===== config.mk =====
export PLATFORM = sky130hd
export DESIGN_NAME = fetch_queue_flat
export DESIGN_NICKNAME = d
export VERILOG_FILES = /design/src/rtl/fetch_queue_if.sv /design/src/rtl/fetch_queue.sv /design/src/flat_wrapper.sv
export SDC_FILE = /design/constraint.sdc
export NUM_CORES = 1
export LEC_CHECK = 0
export ABC_AREA = 1
export CORE_MARGIN = 2
export CORE_UTILIZATION = 35
export CTS_BUF_LIST = sky130_fd_sc_hd__clkbuf_4
export CTS_CLUSTER_DIAMETER = 150
export DETAILED_ROUTE_END_ITERATION = 8
export PLACE_DENSITY = 0.63
export SLEW_MARGIN = 10
export SYNTH_ARGS = -nofsm -noshare
export SYNTH_HDL_FRONTEND = slang
export SYNTH_SLANG_ARGS = --single-unit

===== constraint.sdc =====
create_clock -name clk -period 9.5 [get_ports clk]
set_clock_uncertainty 0.1 [all_clocks]
set_input_delay 2.375 -clock clk [delete_from_list [all_inputs] [get_ports clk]]
set_output_delay 2.375 -clock clk [all_outputs]
set_load 0.01 [all_outputs]

===== src/rtl/fetch_queue_if.sv =====
// Fetch front-end bundle: instruction-memory request/response, redirect input and
// the instruction handshake toward the pipeline. The master side is the fetch queue.
interface fetch_queue_if #(
  parameter int XLEN = 32
);
  logic            imem_req_valid;
  logic            imem_req_ready;
  logic [XLEN-1:0] imem_req_addr;
  logic            imem_rsp_valid;
  logic [31:0]     imem_rsp_data;
  logic            redirect_valid;
  logic [XLEN-1:0] redirect_pc;
  logic            inst_valid;
  logic            inst_ready;
  logic [31:0]     inst_data;
  logic [XLEN-1:0] inst_pc;
  logic [XLEN-1:0] inst_pc_plus4;

  modport master (
    output imem_req_valid, imem_req_addr,
    input  imem_req_ready, imem_rsp_valid, imem_rsp_data,
    input  redirect_valid, redirect_pc,
    output inst_valid, inst_data, inst_pc, inst_pc_plus4,
    input  inst_ready
  );

  modport slave (
    input  imem_req_valid, imem_req_addr,
    output imem_req_ready, imem_rsp_valid, imem_rsp_data,
    output redirect_valid, redirect_pc,
    input  inst_valid, inst_data, inst_pc, inst_pc_plus4,
    output inst_ready
  );
endinterface


===== src/rtl/fetch_queue.sv =====
// Instruction fetch front end: owns the PC, issues sequential fetches to an in-order
// variable-latency memory, buffers responses with their PC and supports redirect/flush.
module fetch_queue #(
  parameter int              XLEN     = 32,
  parameter int              DEPTH    = 4,
  parameter logic [XLEN-1:0] RESET_PC = '0
) (
  input logic          clk,
  input logic          rst_n,
  fetch_queue_if.master fq
);

  localparam int PW = (DEPTH > 1) ? $clog2(DEPTH) : 1;
  localparam int CW = $clog2(DEPTH + 1);
  localparam logic [CW:0] DEPTH_C = (CW + 1)'(DEPTH);

  typedef logic [PW-1:0] ptr_t;
  typedef logic [CW-1:0] cnt_t;

  logic [XLEN-1:0] fetch_pc;
  logic [XLEN-1:0] pc_mem   [DEPTH];
  logic [31:0]     data_mem [DEPTH];
  logic [DEPTH-1:0] filled;
  logic [DEPTH-1:0] filled_nxt;
  ptr_t head;
  ptr_t fill;
  ptr_t tail;
  // alloc: entries owned by the queue; pend: requested but unanswered; drop: stale responses still due
  cnt_t alloc;
  cnt_t pend;
  cnt_t drop;

  logic        req_valid;
  logic        req_fire;
  logic        rsp_drop;
  logic        rsp_keep;
  logic        deq;
  logic        inst_valid;
  logic [CW:0] used;

  always_comb begin
    used       = {1'b0, alloc} + {1'b0, drop};
    req_valid  = (used < DEPTH_C) && !fq.redirect_valid;
    req_fire   = req_valid && fq.imem_req_ready;
    rsp_drop   = fq.imem_rsp_valid && (drop != '0);
    // A response with nothing outstanding is a protocol violation and is ignored
    rsp_keep   = fq.imem_rsp_valid && (drop == '0) && (pend != '0);
    inst_valid = filled[head];
    deq        = inst_valid && fq.inst_ready;
  end

  always_comb begin
    filled_nxt = filled;
    if (rsp_keep) filled_nxt[fill] = 1'b1;
    if (deq)      filled_nxt[head] = 1'b0;
  end

  assign fq.imem_req_valid = req_valid;
  assign fq.imem_req_addr  = fetch_pc;
  assign fq.inst_valid     = inst_valid;
  assign fq.inst_data      = data_mem[head];
  assign fq.inst_pc        = pc_mem[head];
  assign fq.inst_pc_plus4  = pc_mem[head] + XLEN'(4);

  always_ff @(posedge clk or negedge rst_n) begin
    if (!rst_n) begin
      fetch_pc <= RESET_PC;
      head     <= '0;
      fill     <= '0;
      tail     <= '0;
      alloc    <= '0;
      pend     <= '0;
      drop     <= '0;
      filled   <= '0;
    end else if (fq.redirect_valid) begin
      fetch_pc <= {fq.redirect_pc[XLEN-1:2], 2'b00};
      head     <= '0;
      fill     <= '0;
      tail     <= '0;
      alloc    <= '0;
      pend     <= '0;
      filled   <= '0;
      // Everything still owed by memory becomes a stale response, less whatever lands this cycle
      drop     <= pend + drop - cnt_t'(rsp_keep) - cnt_t'(rsp_drop);
    end else begin
      if (req_fire) begin
        fetch_pc <= fetch_pc + XLEN'(4);
        tail     <= tail + ptr_t'(1);
      end
      if (rsp_keep) fill <= fill + ptr_t'(1);
      if (deq)      head <= head + ptr_t'(1);
      alloc  <= alloc + cnt_t'(req_fire) - cnt_t'(deq);
      pend   <= pend + cnt_t'(req_fire) - cnt_t'(rsp_keep);
      drop   <= drop - cnt_t'(rsp_drop);
      filled <= filled_nxt;
    end
  end

  // Payload storage carries no reset; the filled bits qualify it
  always_ff @(posedge clk) begin
    if (req_fire) pc_mem[tail]   <= fetch_pc;
    if (rsp_keep) data_mem[fill] <= fq.imem_rsp_data;
  end

endmodule


===== src/flat_wrapper.sv =====
// flat-port wrapper written by rule: the top's interface ports become plain ports
module fetch_queue_flat 
#(
  parameter int              XLEN     = 32,
  parameter int              DEPTH    = 4,
  parameter logic [XLEN-1:0] RESET_PC = '0
)
  (clk, rst_n, fq_imem_req_valid, fq_imem_req_addr, fq_imem_req_ready, fq_imem_rsp_valid, fq_imem_rsp_data, fq_redirect_valid, fq_redirect_pc, fq_inst_valid, fq_inst_data, fq_inst_pc, fq_inst_pc_plus4, fq_inst_ready);
  fetch_queue_if #(.XLEN(XLEN)) fq_i ();
  input logic clk;
  input logic rst_n;
  output wire logic [$bits(fq_i.imem_req_valid)-1:0] fq_imem_req_valid;
  output wire logic [$bits(fq_i.imem_req_addr)-1:0] fq_imem_req_addr;
  input wire logic [$bits(fq_i.imem_req_ready)-1:0] fq_imem_req_ready;
  input wire logic [$bits(fq_i.imem_rsp_valid)-1:0] fq_imem_rsp_valid;
  input wire logic [$bits(fq_i.imem_rsp_data)-1:0] fq_imem_rsp_data;
  input wire logic [$bits(fq_i.redirect_valid)-1:0] fq_redirect_valid;
  input wire logic [$bits(fq_i.redirect_pc)-1:0] fq_redirect_pc;
  output wire logic [$bits(fq_i.inst_valid)-1:0] fq_inst_valid;
  output wire logic [$bits(fq_i.inst_data)-1:0] fq_inst_data;
  output wire logic [$bits(fq_i.inst_pc)-1:0] fq_inst_pc;
  output wire logic [$bits(fq_i.inst_pc_plus4)-1:0] fq_inst_pc_plus4;
  input wire logic [$bits(fq_i.inst_ready)-1:0] fq_inst_ready;
  assign fq_imem_req_valid = fq_i.imem_req_valid;
  assign fq_imem_req_addr = fq_i.imem_req_addr;
  assign fq_i.imem_req_ready = fq_imem_req_ready;
  assign fq_i.imem_rsp_valid = fq_imem_rsp_valid;
  assign fq_i.imem_rsp_data = fq_imem_rsp_data;
  assign fq_i.redirect_valid = fq_redirect_valid;
  assign fq_i.redirect_pc = fq_redirect_pc;
  assign fq_inst_valid = fq_i.inst_valid;
  assign fq_inst_data = fq_i.inst_data;
  assign fq_inst_pc = fq_i.inst_pc;
  assign fq_inst_pc_plus4 = fq_i.inst_pc_plus4;
  assign fq_i.inst_ready = fq_inst_ready;
  fetch_queue #(.XLEN(XLEN), .DEPTH(DEPTH), .RESET_PC(RESET_PC)) u_core (.clk(clk), .rst_n(rst_n), .fq(fq_i));
endmodule

==> results.toml <==
[outcome]
status = "finished, final reports clean"

[setup_path]
cp_top_family = "buffers and inverters"
max_stage_delay_ns = 0.86
arrival_ns = 4.78
critPathBufInv = 3
cp_common_cell = "nand2_1"
critPathRequiredTime_ns = 7.03
crit_path_end_kind = "primary output"
start_kind = "flip-flop"
critPathKind = "flip-flop to primary output"
reg2reg_depth = 15
slowest_stage = "dfrtp_2"
rr_endpoint = "u_core.alloc[2]$_DFF_PN0_"
worstPathMaxFanout = 52
r2r_slack_ns = 5.28
timing.rr.start = "u_core.head[0]$_DFFE_PN0P_"
cp_cell_sequence = "inv_2 -> buf_4 -> nor2_1 -> o21ai_0 -> nand2_1 -> ha_1 -> nand2_2 -> nor2_2 -> nand2_1 -> xor2_1 -> clkdlybuf4s50_1"

[timing]
period_share_pct = 76.42
min_period_ns = 7.259
whs_ns = 0.4805
worst_slew_pin_slew_ns = 1.158
rsz0062_at_grt = "no"
setup_slack_ns = 2.241
fin_tns_setup_ns = 0
finalSetupViolCount = 0
slew_headroom_pct = 22.62
fmax_mhz = 137.8
hold_violations = 0
slew_viol_final = 0

[hold_path]
hold_end = "u_core.filled[0]$_DFF_PN0_"
hold_path_depth = 2
worstHoldStart = "u_core.filled[0]$_DFF_PN0_"
worstHoldPathType = "flip-flop to flip-flop"

[final_layout]
areaGrowthSynthToFinish_pct = 23.99
multi_input_comb_area_um2 = 4815
final_cells = 2260
seqCellArea_um2 = 8678
nets = 1777
fill_cells = 3794
final_cell_mix = "nand2_1 (435), edfxtp_1 (248), clkdlybuf4s50_1 (190)"
fin_area_um2 = 17570
layout-drive-gt1-share_pct = 9.463
fin_util_pct = 44.13
final_common_cell = "nand2_1"

[floorplan]
start_util_pct = 35.59
pin_count = 200
die_x_um = 205.2
fp.coreArea_um2 = 39820
rows = 73
fp.dieH_um = 205.2
fp.dieArea_um2 = 42120

[place]
port_buffers = 191
finalWeightedCongestion = 0.8690
place_area_um2 = 16550
dp_cells = 2125
hpwl_mm = 24.32
place_ws_ns = 2.937

[synth]
syn_avg_cell_area_um2 = 9.741
synthMuxAreaShare_pct = 0
yosys.area.top_type = "edfxtp_1"
synth-seq-area-share_pct = 61.19
ys_top_cells_by_area = "edfxtp_1 (53%), nand2_1 (12%), dfrtp_1 (8.7%)"
synth.cell_area_um2 = 14170
synth_top_family_by_area = "simple AND/OR/NAND/NOR gates"
synthAdderAreaFrac_pct = 2.825
yosysWarningCount = 0
ys_ff_latch = 297
synth_top_area_share_pct = 52.54
synth_xor_area_share_pct = 2.595
synth_cells = 1455
synth-compound-area-share_pct = 6.665
synth-simple-area-share_pct = 21.44
ys_types = 38

[cts]
cts_tree = "yes"
cts_hold_buf = 0
post_cts_resized = 0
clockBufferDepth = 3
path_clk_slew_ns = 0.06
cts-root-buf = "clkbuf_4"
post_cts_buffers = 0
clkLatencyLatePin_ns = 0.69
cts_buffers = 76
htreeDepth = 3
clock-sinks = 297

[power_and_ir_drop]
p_sw_mw = 1.423
pwr-share-comb_pct = 31.9
clockPowerShare_pct = 27.0
peakVddDrop_uv = 117.3
switching_share_pct = 34.06
p_seq_share_pct = 41.1
p_int_mw = 2.755
power.density_nw_per_um2 = 237.7
p_total_mw = 4.178
leakagePower_nw = 6.981

[global_routing]
grt_remaining_overflow = 0
grt_pass1_vias = 10622
antenna_found_initial = 3
grt_pass1_wl_mm = 57.88
grt_max_degree = 71
track_usage_pct = 17.80

[route]
drtAntennaViolNets = 0
drt_wl_total_mm = 37.34
first_pass_iters = 5
drc_errors = 0
drt_iter0_drc = 584
wl_per_cell_um = 16.52
viasPerCell = 4.825
vias = 10904

[job]
drv_cap = 0
[power by group through the flow]
stage	sequential [mW]	clock (mW)	combinational, mW
2_1_floorplan	1.68	0	0.743
3_3_place_gp	1.74	0	1.32
3_5_place_dp	1.74	0	1.34
4_1_cts	1.72	1.17	1.34
5_1_grt	1.74	1.23	1.49
6_report	1.72	1.13	1.33
[how the worst max path moves through the flow]
stage / end / start / cells after the start / slack [ns]
floorplan: fq_imem_req_valid / fq_redirect_valid / 4 / 4.14
global placement: fq_imem_req_valid / fq_redirect_valid / 6 / 2.92
detailed placement: fq_imem_req_valid / fq_redirect_valid / 6 / 2.94
CTS: fq_inst_pc_plus4[16] / u_core.head[1]$_DFFE_PN0P_ / 11 / 2.18
global route: fq_inst_pc_plus4[16] / u_core.head[1]$_DFFE_PN0P_ / 11 / 1.93
finish: fq_inst_pc_plus4[16] / u_core.head[1]$_DFFE_PN0P_ / 11 / 2.24
[final cells by class]
cell class	count	share of cell area, %
clock buffer	106	4.528
sequential	297	49.38
timing repair buffer	204	11.41
inverter	106	2.278
multi-input combinational	993	27.40
clock inverter	27	1.246
antenna	2	0.02848
tap	525	3.738
[kinds of logic after synthesis]
group	count (synthesis)
compound gates	166
xor+xnor	42
fa+ha+maj	29
buf+inv	170
flops	297
other cells	1
simple gates	750
[metal layers]
metal | vias up | routed length, um | track usage [%]
met3 | 57 | 2536 | 4.023
li1 | 5364 | - | -
met2 | 324 | 17350 | 28.69
met4 | 2 | 715 | 5.910
met5 | - | 14 | 0
met1 | 5157 | 16720 | 23.78
[tightest hold or removal path, cell delays in order (launching register included)]
cell	delay, ns
dfrtp_1	0.34
o21ai_0	0.09
a21oi_1	0.11
[cells in the mapped netlist, drive strengths merged]
| cell type | n |
|---|---|
| inv | 106 |
| ha | 24 |
| nand3 | 91 |
| dfrtp | 49 |
| nor2 | 190 |
| xor2 | 33 |
| buf | 37 |
| xnor2 | 9 |
| o311ai | 1 |
| nand3b | 2 |
| edfxtp | 248 |
| fa | 5 |
| a21oi | 17 |
| o21bai | 3 |
| nor3 | 6 |
| clkbuf | 27 |
| o22ai | 32 |
| conb | 1 |
| and3 | 1 |
| o21ai | 93 |
| nor4 | 1 |
| o211ai | 8 |
| a32oi | 1 |
| or2 | 1 |
| a31oi | 1 |
| a22o | 10 |
| nand4 | 14 |
| nand2 | 444 |
[sequential cells by signal (all words and copies together), names as in the netlist]
signal / flops
u_core.head: 2
u_core.pc_mem: 120
u_core.fq.imem_req_addr: 30
u_core.pend: 3
u_core.alloc: 3
u_core.drop: 3
u_core.fill: 2
u_core.data_mem: 128
u_core.tail: 2
u_core.filled: 4
Note: power is estimated with default switching activity, not from simulation.
